**config.mk**
```make
export PLATFORM = sky130hd
export DESIGN_NAME = adc_sample_sequencer_flat
export DESIGN_NICKNAME = d
export VERILOG_FILES = /design/src/rtl/adc_sample_sequencer_if.sv /design/src/rtl/adc_sample_sequencer.sv /design/src/flat_wrapper.sv
export SDC_FILE = /design/constraint.sdc
export NUM_CORES = 1
export LEC_CHECK = 0
export BUFFER_PORTS_ARGS = -buffer_cell sky130_fd_sc_hd__buf_2
export CAP_MARGIN = 10
export CORE_UTILIZATION = 55
export DETAILED_ROUTE_END_ITERATION = 8
export PLACE_DENSITY = 0.74
export REMOVE_ABC_BUFFERS = 1
export SYNTH_ARGS = -nofsm -noshare
export SYNTH_HDL_FRONTEND = slang
export SYNTH_SLANG_ARGS = --single-unit
```
**constraint.sdc**
```tcl
create_clock -name clk -period 4.31 [get_ports clk]
set_input_delay 1.0775 -clock clk [delete_from_list [all_inputs] [get_ports clk]]
set_output_delay 1.0775 -clock clk [all_outputs]
set_load 0.02 [all_outputs]
```
**src/rtl/adc_sample_sequencer_if.sv**
```systemverilog
// Bundles the ADC sequencer's control, serial pins and result signals.
//   slave  : the sequencer side (takes en/start/clr_ovr/data_in, drives pins + results)
//   master : the controller/bench side
//   en_i      periodic sampling enable
//   start_i   single-shot request
//   clr_ovr_i clears the sticky overrun flag
//   data_in_i ADC serial data (already synchronised)
//   sclk_o    serial clock, idles high
//   cs_o      chip select, active-low
//   dato_o    last received data bits [11:0]
//   zeros_o   last received leading bits
//   listo_o   one-cycle strobe: dato/zeros/err_z updated this cycle
//   busy_o    frame in progress
//   err_z_o   last frame's leading bits were non-zero
//   ovr_o     sticky: a trigger was dropped while busy
interface adc_sample_sequencer_if;
    localparam int unsigned DATA_W = 12;
    localparam int unsigned ZERO_W = 4;

    logic              en_i;
    logic              start_i;
    logic              clr_ovr_i;
    logic              data_in_i;
    logic              sclk_o;
    logic              cs_o;
    logic [DATA_W-1:0] dato_o;
    logic [ZERO_W-1:0] zeros_o;
    logic              listo_o;
    logic              busy_o;
    logic              err_z_o;
    logic              ovr_o;

    modport slave (
        input  en_i, start_i, clr_ovr_i, data_in_i,
        output sclk_o, cs_o, dato_o, zeros_o, listo_o, busy_o, err_z_o, ovr_o
    );

    modport master (
        output en_i, start_i, clr_ovr_i, data_in_i,
        input  sclk_o, cs_o, dato_o, zeros_o, listo_o, busy_o, err_z_o, ovr_o
    );
endinterface

```
**src/rtl/adc_sample_sequencer.sv**
```systemverilog
// Sequences serial ADC conversions: paces triggers (periodic or single-shot),
// drives CS/SCLK, shifts in 16 bits MSB first (4 leading zeros + 12 data) and
// presents the word with a one-cycle listo strobe. Flags dropped triggers (ovr)
// and non-zero leading bits (err_z).
//   clk   system clock, rising edge
//   rst   asynchronous reset, active-low
//   bus   adc_sample_sequencer_if.slave (control, serial pins, results)
module adc_sample_sequencer #(
    parameter int unsigned CLK_DIV       = 2,
    parameter int unsigned CS_SETUP      = 2,
    parameter int unsigned CS_HOLD       = 2,
    parameter int unsigned SAMPLE_PERIOD = 100000
) (
    input  logic                  clk,
    input  logic                  rst,
    adc_sample_sequencer_if.slave bus
);
    localparam int unsigned FRAME_BITS = 16;
    localparam int unsigned BIT_W      = 5;
    localparam int unsigned CNT_MAX    = (CLK_DIV > CS_SETUP)
                                         ? ((CLK_DIV > CS_HOLD) ? CLK_DIV : CS_HOLD)
                                         : ((CS_SETUP > CS_HOLD) ? CS_SETUP : CS_HOLD);
    localparam int unsigned CNT_W      = $clog2(CNT_MAX + 1);
    localparam int unsigned TMR_W      = (SAMPLE_PERIOD > 1) ? $clog2(SAMPLE_PERIOD) : 1;

    typedef enum logic [1:0] {S_IDLE, S_SETUP, S_SHIFT, S_HOLD} state_e;

    state_e                  state_q, state_d;
    logic [CNT_W-1:0]        cnt_q, cnt_d;
    logic [BIT_W-1:0]        bit_cnt_q, bit_cnt_d;
    logic [FRAME_BITS-1:0]   sr_q, sr_d;
    logic [TMR_W-1:0]        timer_q, timer_d;
    logic                    sclk_q, sclk_d;
    logic                    cs_q, cs_d;
    logic                    busy_q, busy_d;
    logic                    listo_q, listo_d;
    logic                    err_z_q, err_z_d;
    logic                    ovr_q, ovr_d;
    logic [11:0]             dato_q, dato_d;
    logic [3:0]              zeros_q, zeros_d;
    logic                    tc_c;
    logic                    trig_c;

    // Sample-period timer; held at zero while periodic sampling is off.
    assign tc_c   = bus.en_i && (timer_q == TMR_W'(SAMPLE_PERIOD - 1));
    assign trig_c = bus.start_i | tc_c;

    always_comb begin
        timer_d = timer_q;
        if (!bus.en_i || tc_c) begin
            timer_d = '0;
        end else begin
            timer_d = timer_q + TMR_W'(1);
        end
    end

    // State and datapath registers.
    always_ff @(posedge clk or negedge rst) begin
        if (!rst) begin
            state_q   <= S_IDLE;
            cnt_q     <= '0;
            bit_cnt_q <= '0;
            sr_q      <= '0;
            timer_q   <= '0;
            sclk_q    <= 1'b1;
            cs_q      <= 1'b1;
            busy_q    <= 1'b0;
            listo_q   <= 1'b0;
            err_z_q   <= 1'b0;
            ovr_q     <= 1'b0;
            dato_q    <= '0;
            zeros_q   <= '0;
        end else begin
            state_q   <= state_d;
            cnt_q     <= cnt_d;
            bit_cnt_q <= bit_cnt_d;
            sr_q      <= sr_d;
            timer_q   <= timer_d;
            sclk_q    <= sclk_d;
            cs_q      <= cs_d;
            busy_q    <= busy_d;
            listo_q   <= listo_d;
            err_z_q   <= err_z_d;
            ovr_q     <= ovr_d;
            dato_q    <= dato_d;
            zeros_q   <= zeros_d;
        end
    end

    // Next-state and output logic.
    always_comb begin
        state_d   = state_q;
        cnt_d     = cnt_q;
        bit_cnt_d = bit_cnt_q;
        sr_d      = sr_q;
        sclk_d    = sclk_q;
        cs_d      = cs_q;
        busy_d    = busy_q;
        listo_d   = 1'b0;
        err_z_d   = err_z_q;
        dato_d    = dato_q;
        zeros_d   = zeros_q;
        ovr_d     = ovr_q;

        // A drop in the same cycle as a clear must leave ovr set.
        if (bus.clr_ovr_i) begin
            ovr_d = 1'b0;
        end
        if (trig_c && (state_q != S_IDLE)) begin
            ovr_d = 1'b1;
        end

        case (state_q)
            S_IDLE: begin
                if (trig_c) begin
                    state_d   = S_SETUP;
                    cnt_d     = '0;
                    bit_cnt_d = '0;
                    sr_d      = '0;
                    cs_d      = 1'b0;
                    busy_d    = 1'b1;
                end
            end
            S_SETUP: begin
                if (cnt_q == CNT_W'(CS_SETUP - 1)) begin
                    state_d = S_SHIFT;
                    cnt_d   = '0;
                    sclk_d  = 1'b0;
                end else begin
                    cnt_d = cnt_q + CNT_W'(1);
                end
            end
            S_SHIFT: begin
                if (cnt_q == CNT_W'(CLK_DIV - 1)) begin
                    cnt_d = '0;
                    if (!sclk_q) begin
                        // Rising SCLK edge: capture the bit the ADC presented.
                        sclk_d    = 1'b1;
                        sr_d      = {sr_q[FRAME_BITS-2:0], bus.data_in_i};
                        bit_cnt_d = bit_cnt_q + BIT_W'(1);
                    end else if (bit_cnt_q == BIT_W'(FRAME_BITS)) begin
                        state_d = S_HOLD;
                        cs_d    = 1'b1;
                        dato_d  = sr_q[11:0];
                        zeros_d = sr_q[15:12];
                        err_z_d = (sr_q[15:12] != 4'h0);
                        listo_d = 1'b1;
                    end else begin
                        sclk_d = 1'b0;
                    end
                end else begin
                    cnt_d = cnt_q + CNT_W'(1);
                end
            end
            S_HOLD: begin
                if (cnt_q == CNT_W'(CS_HOLD - 1)) begin
                    state_d = S_IDLE;
                    cnt_d   = '0;
                    busy_d  = 1'b0;
                end else begin
                    cnt_d = cnt_q + CNT_W'(1);
                end
            end
            default: begin
                state_d = S_IDLE;
            end
        endcase
    end

    assign bus.sclk_o  = sclk_q;
    assign bus.cs_o    = cs_q;
    assign bus.dato_o  = dato_q;
    assign bus.zeros_o = zeros_q;
    assign bus.listo_o = listo_q;
    assign bus.busy_o  = busy_q;
    assign bus.err_z_o = err_z_q;
    assign bus.ovr_o   = ovr_q;
endmodule

```
**src/flat_wrapper.sv**
```systemverilog
// flat-port wrapper written by rule: the top's interface ports become plain ports
module adc_sample_sequencer_flat 
#(
    parameter int unsigned CLK_DIV       = 2,
    parameter int unsigned CS_SETUP      = 2,
    parameter int unsigned CS_HOLD       = 2,
    parameter int unsigned SAMPLE_PERIOD = 100000
)
  (clk, rst, bus_en_i, bus_start_i, bus_clr_ovr_i, bus_data_in_i, bus_sclk_o, bus_cs_o, bus_dato_o, bus_zeros_o, bus_listo_o, bus_busy_o, bus_err_z_o, bus_ovr_o);
  adc_sample_sequencer_if bus_i ();
  input  logic clk;
  input  logic rst;
  input wire logic [$bits(bus_i.en_i)-1:0] bus_en_i;
  input wire logic [$bits(bus_i.start_i)-1:0] bus_start_i;
  input wire logic [$bits(bus_i.clr_ovr_i)-1:0] bus_clr_ovr_i;
  input wire logic [$bits(bus_i.data_in_i)-1:0] bus_data_in_i;
  output wire logic [$bits(bus_i.sclk_o)-1:0] bus_sclk_o;
  output wire logic [$bits(bus_i.cs_o)-1:0] bus_cs_o;
  output wire logic [$bits(bus_i.dato_o)-1:0] bus_dato_o;
  output wire logic [$bits(bus_i.zeros_o)-1:0] bus_zeros_o;
  output wire logic [$bits(bus_i.listo_o)-1:0] bus_listo_o;
  output wire logic [$bits(bus_i.busy_o)-1:0] bus_busy_o;
  output wire logic [$bits(bus_i.err_z_o)-1:0] bus_err_z_o;
  output wire logic [$bits(bus_i.ovr_o)-1:0] bus_ovr_o;
  assign bus_i.en_i = bus_en_i;
  assign bus_i.start_i = bus_start_i;
  assign bus_i.clr_ovr_i = bus_clr_ovr_i;
  assign bus_i.data_in_i = bus_data_in_i;
  assign bus_sclk_o = bus_i.sclk_o;
  assign bus_cs_o = bus_i.cs_o;
  assign bus_dato_o = bus_i.dato_o;
  assign bus_zeros_o = bus_i.zeros_o;
  assign bus_listo_o = bus_i.listo_o;
  assign bus_busy_o = bus_i.busy_o;
  assign bus_err_z_o = bus_i.err_z_o;
  assign bus_ovr_o = bus_i.ovr_o;
  adc_sample_sequencer #(.CLK_DIV(CLK_DIV), .CS_SETUP(CS_SETUP), .CS_HOLD(CS_HOLD), .SAMPLE_PERIOD(SAMPLE_PERIOD)) u_core (.clk(clk), .rst(rst), .bus(bus_i));
endmodule
```
Yosys cells after proc, flatten, opt, wreduce, memory -nomap -nowiden
Cells that the tools add are included.
W data, S select, Z words.
{"block": "op_classes", "addsub": 3, "n_eq_ne": 13, "muxes": 36, "bitwise": 1, "n_reduce_logical": 18}
{"operator": "$mux W16", "n": 3}
{"operator": "$pmux W16 S2", "n": 1}
{"operator": "$add A17 B1 Y17 const B", "n": 1}
{"operator": "$eq A17 B17 Y1 const B", "n": 1}
{"operator": "$mux W17", "n": 1}
{"operator": "$mux W2", "n": 8}
{"operator": "$mux W5", "n": 3}
{"operator": "$mux W1", "n": 14}
{"operator": "$ne A2 B1 Y1 const B", "n": 6}
{"operator": "$pmux W5 S2", "n": 1}
{"operator": "$reduce_bool A2 Y1", "n": 5}
{"operator": "$pmux W2 S4", "n": 1}
{"operator": "$reduce_and A4 Y1", "n": 2}
{"operator": "$pmux W1 S2", "n": 3}
{"operator": "$reduce_and A3 Y1", "n": 2}
{"operator": "$reduce_and A6 Y1", "n": 1}
{"operator": "$add A5 B1 Y5 const B", "n": 1}
{"operator": "$eq A5 B5 Y1 const B", "n": 1}
{"operator": "$reduce_and A5 Y1", "n": 1}
{"operator": "$eq A2 B1 Y1 const B", "n": 2}
{"operator": "$eq A2 B2 Y1 const B", "n": 2}
{"operator": "$pmux W2 S2", "n": 1}
{"operator": "$reduce_bool A4 Y1", "n": 1}
{"operator": "$reduce_or A3 Y1", "n": 1}
{"operator": "other kinds (7)", "n": 8}
{"block": "totals", "regBits": 64, "input_bits": 6, "output_inout_bits": 22, "wordCells": 84}

Longest topological paths before layout
Gate-level depths: netlist (run 1).
{"block": "logic_depth", "depth_word": 5, "mapped_depth": 9, "depth_no_buf": 6}

Worst setup path after synthesis (run 1)
No wires, ideal clock.
{"block": "synth_path", "kind": "input to register", "start": "input port bus_start_i", "end": "register u_core.bit_cnt_q[2]", "setup_time_ns": 0.134, "arrival_ns": 1.835, "required_ns": 4.176, "path_slack_ns": 2.341, "stages": 5, "path_buffers": 1, "path_cell_list": "nor2b_1 a211o_1 o21a_4 buf_6 o221ai_2"}
{"block": "synth_between", "elab_chain_len": 3}
{"element": "from (decl)", "line": "flat_wrapper.sv:14", "text": "input wire logic [$bits(bus_i.start_i)-1:0] bus_start_i;"}
{"element": "$or A1 B1 Y1", "line": "adc_sample_sequencer.sv:46", "text": "assign trig_c = bus.start_i | tc_c;"}
{"element": "$ne A2 B1 Y1 (no source line)"}
{"element": "$reduce_and A4 Y1 (no source line)"}
{"element": "to (signal assigned)", "line": "adc_sample_sequencer.sv:76", "text": "bit_cnt_q <= bit_cnt_d;"}
{"element": "to (decl)", "line": "adc_sample_sequencer.sv:30", "text": "logic [BIT_W-1:0] bit_cnt_q, bit_cnt_d;"}
No other way between the ends.
A chain may end at the register's enable or synchronous reset.

Worst setup path in the final report (run 1)
{"block": "layout_path", "start": "register u_core.state_q[0]", "end": "register u_core.sr_q[15]"}
{"block": "layout_between", "elab_chain_len": 3, "elab_cells_between_ends": 8, "classes_between": "4 x eq/ne; 1 x mux; 3 x reduce/logical"}
{"element": "from (decl)", "line": "adc_sample_sequencer.sv:28", "text": "state_e state_q, state_d;"}
{"element": "from (signal assigned)", "line": "adc_sample_sequencer.sv:74", "text": "state_q <= state_d;"}
{"element": "$eq A2 B2 Y1 / $logic_not A2 Y1 (equally long branches)", "line": "adc_sample_sequencer.sv:113", "text": "case (state_q)"}
{"element": "$ne A2 B2 Y1 (no source line), or another cell as far along"}
{"element": "$reduce_and A4 Y1 (no source line)"}
{"element": "to (signal assigned)", "line": "adc_sample_sequencer.sv:77", "text": "sr_q <= sr_d;"}
{"element": "to (decl)", "line": "adc_sample_sequencer.sv:31", "text": "logic [FRAME_BITS-1:0] sr_q, sr_d;"}
Several ways; a longest one is shown, not always the timed one.

==> metrics.csv, run 1 <==
metric;value;unit
RSZ-0062 raised after global routing;false;
Peak VDD IR;335;uV
post-synthesis cell area;3220;um^2
# DRC;0;
max incr delay on CP;0.64;ns
final worst-path cycle share;0.688;
Slew Viols, Final;0;
distinct cell type count after synthesis;53;
Global Route Usage Sum;0.215;
vias;2243;
multi-input logic area;1470;um^2
clock skew;0.00966;ns
total grt overflow;0;
Final Power;1710;uW
die area;6170;um^2
Setup crit end kind;register;
CTS tree;built;
filler instances;465;
ys async rst share;1.00;
Clock transition at path regs;0.07;ns
number of CTS-inserted buffers;9;
Logic pwr share;0.321;
DR vias/cell;5.68;
register bit total from synthesis;64;
clk buf depth;2;
Fin Hold WS;0.485;ns
fin util;0.636;
clock sink count;64;
initial antenna violation count;0;
outcome;completed;
CTS HTree Levels;3;
CP max FO;20;
layout net count;331;
Fmax;337;MHz
min Tclk post-route;2.97;ns
Worst R2R Start;u_core.state_q[0]$_DFFE_PN0P_;
CP startpoint;u_core.state_q[0]$_DFFE_PN0P_;
P_leak;0.00161;uW
Hold WC Path Type;reg -> reg;
Die W;78.6;um
crit path to;u_core.sr_q[15]$_DFFE_PN0P_;
Main synth FF type;dfrtp_1;
Die Y;78.6;um
Syn Area/Cell;11.0;um^2
gp weighted congestion;0.761;
Post-CTS Hold Buffers;0;
NetSw;643;uW
Sequential Area;1600;um^2
Mapped Cells;293;
Post-synth EDFFs;0;
Setup-failing EPs final;0;
critical path class;reg -> reg;
hpwl dp;3.90;mm
final WL;5.84;mm
R2R Setup Slk;1.34;ns
Final TNS setup;0;ns
vias in the first global route;2099;
relative slew slack;0.220;
Ports;28;
Worst path slowest cell;o2111ai_2;
Clk pwr share;0.260;
Root Driver;clkbuf_8;
starting density of the core;0.578;
most common cell after layout, fill and taps aside;dfrtp_1;
sequential fraction of the synthesis area;0.497;
post-route ant nets;0;
Yosys warning total;0;
Internal Pwr Total;1070;uW
Initial DRT Pass Iterations;4;
pwr dens;483;nW/um^2
WP data required;4.56;ns
area grow syn2layout;9.90;%
DR iter-0 viols;131;
most frequent cells in the layout;62 x dfrtp_1, 32 x nand2_1, 27 x buf_2;
# diodes;0;
Sequential Power Share;0.419;
element type at the critical path start;register;
Critical Path AT;3.22;ns
CP cell instances;inv_1 -> ha_1 -> nor4bb_1 -> o2111ai_2 -> o21a_4 -> o31ai_1;
postcts setup bufs;0;
mean routed wirelength per cell;14.8;um
port bufs;27;
Sw Share;0.375;
core area;5570;um^2
worst-margin pin slew;1.17;ns
Final Hold Fails;0;
largest net degree at the start of global routing;36;
worst skew pair latency;0.34;ns
Post-CTS Resized;0;
max cap viols;0;
reg2reg end;u_core.sr_q[15]$_DFFE_PN0P_;
R2R depth;6;
layout cells sized above 1;0.288;
first-pass GRT wire length;10.1;mm
Rows;27;
## critical path, delay by kind of cell (launching register included)
| kind | cells | cell delay, ns |
|---|---|---|
| flip-flops | 1 | 0.40 |
| AO/OA/AOI/OAI | 3 | 1.40 |
| AND/OR/NAND/NOR | 1 | 0.41 |
| adder cells (fa/ha/maj) | 1 | 0.54 |
| buffers and inverters | 1 | 0.12 |
## layer usage
| layer | global-route usage | vias to the layer above | share of wire |
|---|---|---|---|
| met2 | 0.305 | 41 | 0.44 |
| met5 | 0 | - | 0 |
| met3 | 0.0419 | 11 | 0.030 |
| met1 | 0.311 | 1086 | 0.51 |
| li1 | - | 1105 | - |
| met4 | 0.111 | 0 | 0.019 |
## power by group through the flow
stage               logic [uW]  registers (uW)  clock network, uW
floorplan                  388             736                  0
global placement           538             727                  0
detailed placement         552             729                  0
CTS                        554             717                454
global route               610             727                476
finish                     549             718                446
## cells in the mapped netlist, types with 2 or more instances
cell | number | area, um^2
dfrtp_1 | 62 | 1550
nand2_1 | 32 | 120
nor2_1 | 19 | 71.3
mux2_2 | 16 | 180
o211ai_1 | 13 | 97.6
o21ai_0 | 13 | 65.1
inv_1 | 12 | 45.0
nand3_1 | 10 | 50.1
o211ai_2 | 10 | 125
o21ai_2 | 10 | 87.6
ha_1 | 7 | 87.6
or3_1 | 7 | 43.8
buf_2 | 6 | 30.0
xor2_1 | 6 | 52.6
a21oi_1 | 5 | 25.0
nand4_1 | 5 | 31.3
xnor2_1 | 5 | 43.8
buf_4 | 3 | 22.5
buf_6 | 3 | 33.8
clkbuf_1 | 3 | 11.3
mux2i_1 | 3 | 30.0
and2_1 | 2 | 12.5
and3_1 | 2 | 12.5
and4_1 | 2 | 17.5
dfstp_2 | 2 | 52.6
nor2b_1 | 2 | 12.5
nor4_1 | 2 | 12.5
nor4_2 | 2 | 25.0
o21a_1 | 2 | 15.0
o221a_2 | 2 | 22.5
o31ai_1 | 2 | 15.0
or3b_1 | 2 | 17.5
## how the worst min path moves through the flow
stage	start	endpoint	slack, ns	cells after the start
6_report	u_core.timer_q[0]$_DFF_PN0_	u_core.timer_q[0]$_DFF_PN0_	0.48	1
5_1_grt	u_core.bus.zeros_o[1]$_DFFE_PN0P_	u_core.bus.zeros_o[1]$_DFFE_PN0P_	0.53	1
4_1_cts	u_core.timer_q[0]$_DFF_PN0_	u_core.timer_q[0]$_DFF_PN0_	0.49	1
3_5_place_dp	u_core.timer_q[0]$_DFF_PN0_	u_core.timer_q[0]$_DFF_PN0_	0.48	1
3_3_place_gp	u_core.timer_q[0]$_DFF_PN0_	u_core.timer_q[0]$_DFF_PN0_	0.48	1
2_1_floorplan	u_core.timer_q[0]$_DFF_PN0_	u_core.timer_q[0]$_DFF_PN0_	0.45	1
## cells by family (layout without fill, tap and decap cells)
| family | count (synthesis) | count (layout) | share of synthesized area |
|---|---|---|---|
| AOI/OAI and AO/OA | 68 | 68 | 0.175 |
| and+or+nand+nor | 95 | 95 | 0.153 |
| buffers and inverters | 29 | 59 | 0.0520 |
| adders and majority gates | 7 | 7 | 0.0272 |
| xor gates and xnor gates | 11 | 11 | 0.0299 |
| DFF | 64 | 64 | 0.497 |
| muxes | 19 | 19 | 0.0652 |
## through the flow
step | setup slack, ns | instances | instance area (um^2)
3_5_place_dp | 1.39 | 378 | 3360
4_1_cts | 1.37 | 394 | 3530
5_1_grt | 1.12 | 395 | 3540
3_3_place_gp | 1.45 | 378 | 3360
6_report | 1.34 | 395 | 3540
2_1_floorplan | 1.22 | 276 | 3100
## layout make-up
type                            instances  share of cell area
Tap cell                               72              0.0254
Sequential cell                        64               0.453
Timing Repair Buffer                   31              0.0477
Inverter                               12              0.0127
Clock buffer                           12              0.0410
Clock inverter                          4             0.00636
Multi-Input combinational cell        200               0.414
## registers in the layout, indices dropped and copies added, names as in the netlist, 2 cells and up
signal,flops
u_core.state_q,2
u_core.sr_q,16
u_core.cnt_q,2
u_core.bit_cnt_q,5
u_core.bus.dato_o,12
u_core.timer_q,17
u_core.bus.zeros_o,4
Note: power is estimated with default switching activity, not from simulation.
==> run 2, diff against run 1 <==
==> constraint.sdc (replaced) <==
create_clock -name clk -period 3 [get_ports clk]
set_input_delay 0.75 -clock clk [delete_from_list [all_inputs] [get_ports clk]]
set_output_delay 0.75 -clock clk [all_outputs]
set_load 0.02 [all_outputs]
==> metrics.csv, run 2 (synthesis results as in run 1) <==
metric;value;unit
area grow syn2layout;11.2;%
WP data required;3.20;ns
Final TNS setup;0;ns
final worst-path cycle share;0.770;
Setup crit end kind;register;
Buf+Inv Stages, Crit Path;2;
final WL;5.89;mm
pwr dens;704;nW/um^2
Post-Layout Inst Area;3580;um^2
Worst path slowest cell;o2111ai_2;
final std cells w/o fill;397;
DP Cell Count;381;
Rows;27;
clock skew;0.00803;ns
initial antenna violation count;0;
DR iter-0 viols;215;
outcome;completed;
Fmax;433;MHz
first-pass GRT wire length;10.1;mm
port bufs;27;
DR vias/cell;5.75;
largest net degree at the start of global routing;65;
clock sink count;64;
RSZ-0062 raised after global routing;false;
clk buf depth;2;
Sequential Power Share;0.409;
Setup-failing EPs final;0;
CTS HTree Levels;3;
Critical Path AT;2.51;ns
max cap viols;0;
Die W;78.6;um
worst skew pair latency;0.34;ns
vias in the first global route;2168;
Peak VDD IR;606;uV
Root Driver;clkbuf_8;
Final Hold Fails;0;
Clk pwr share;0.269;
critical path class;reg -> reg;
Ports;28;
total grt overflow;0;
NetSw;924;uW
Sw Share;0.366;
Global Route Usage Sum;0.214;
Clock transition at path regs;0.07;ns
Fin Hold WS;0.410;ns
CP top delay family;compound AO/OA/AOI/OAI gates;
# diodes;0;
Slew Viols, Final;0;
core area;5570;um^2
max reg flops;17;
# DRC;0;
CP cell instances;inv_1 -> ha_1 -> buf_4 -> nor2b_1 -> o2111ai_2 -> o21a_4 -> o21ai_0;
P_leak;0.00163;uW
number of CTS-inserted buffers;9;
hpwl dp;3.87;mm
layout net count;333;
gp weighted congestion;0.805;
Initial DRT Pass Iterations;4;
Internal Pwr Total;1600;uW
Logic pwr share;0.322;
post-route ant nets;0;
Top reg by flops;u_core.timer_q;
Die Y;78.6;um
element type at the critical path start;register;
die area;6170;um^2
Post-CTS Hold Buffers;0;
Post-CTS Resized;0;
starting density of the core;0.578;
mean routed wirelength per cell;14.8;um
CTS tree;built;
cell area after placement;3400;um^2
postcts setup bufs;0;
Hold WC Path Type;in -> async;
most common cell after layout, fill and taps aside;dfrtp_1;
layout cells sized above 1;0.292;
min Tclk post-route;2.31;ns
worst-margin pin slew;0.643;ns
CP max FO;29;
relative slew slack;0.571;
most frequent cells in the layout;62 x dfrtp_1, 32 x nand2_1, 27 x buf_2;
vias;2281;
max incr delay on CP;0.52;ns
-- run 2: changes by cell type in the layout (fill, tap and decap cells not counted) --
| cell | previous run | this run |
|---|---|---|
| buf_12 | 0 | 1 |
| buf_4 | 3 | 5 |
| buf_6 | 1 | 0 |
| clkbuf_8 | 10 | 12 |
| clkinv_2 | 3 | 1 |
-- run 2: path summary, 6_finish.rpt --
path / start / slack (ns) / cells after the start / to
worst max register to register: u_core.state_q[0]$_DFFE_PN0P_ / 0.69 / 7 / u_core.sr_q[4]$_DFFE_PN0P_
worst min register to register: u_core.timer_q[0]$_DFF_PN0_ / 0.50 / 1 / u_core.timer_q[0]$_DFF_PN0_
min in group clk: u_core.timer_q[0]$_DFF_PN0_ / 0.50 / 1 / u_core.timer_q[0]$_DFF_PN0_
max in group asynchronous: rst / 2.27 / 2 / u_core.bus.sclk_o$_DFFE_PN1P_
worst max-delay path: u_core.state_q[0]$_DFFE_PN0P_ / 0.69 / 7 / u_core.sr_q[4]$_DFFE_PN0P_
worst min-delay path: rst / 0.41 / 2 / u_core.bus.ovr_o$_DFFE_PN0P_
-- run 2: final cells by class --
type                    instances  area [um^2]
clock buffers                  14          173
clock inverters                 2         12.5
fillers                       478         1990
inverters                      12         45.0
multi-input cells             200         1470
flip-flops and latches         64         1600
well taps                      72         90.1
repair buffers                 33          193
-- run 2: metrics by stage --
stage                      util  total power (uW)  setup slack, ns
final                     0.643              2520            0.691
after floorplan               -              1610          -0.0948
after global placement    0.610              1840            0.790
after CTS                 0.643              2550            0.685
after global routing      0.643              2670            0.513
after detailed placement  0.610              1870            0.701
-- run 2: layer usage --
metal,up-vias,global-route usage,routed length [um]
met2,37,0.323,2740
li1,1109,-,-
met5,-,0,0
met1,1125,0.289,2820
met4,0,0.111,134
met3,10,0.0442,193
-- run 2: power by group through the flow --
stage / Clock [uW] / Combinational, uW / Sequential [uW]
2_1_floorplan: 0 / 557 / 1060
3_3_place_gp: 0 / 794 / 1050
3_5_place_dp: 0 / 818 / 1050
4_1_cts: 694 / 820 / 1030
5_1_grt: 730 / 895 / 1050
6_report: 678 / 812 / 1030
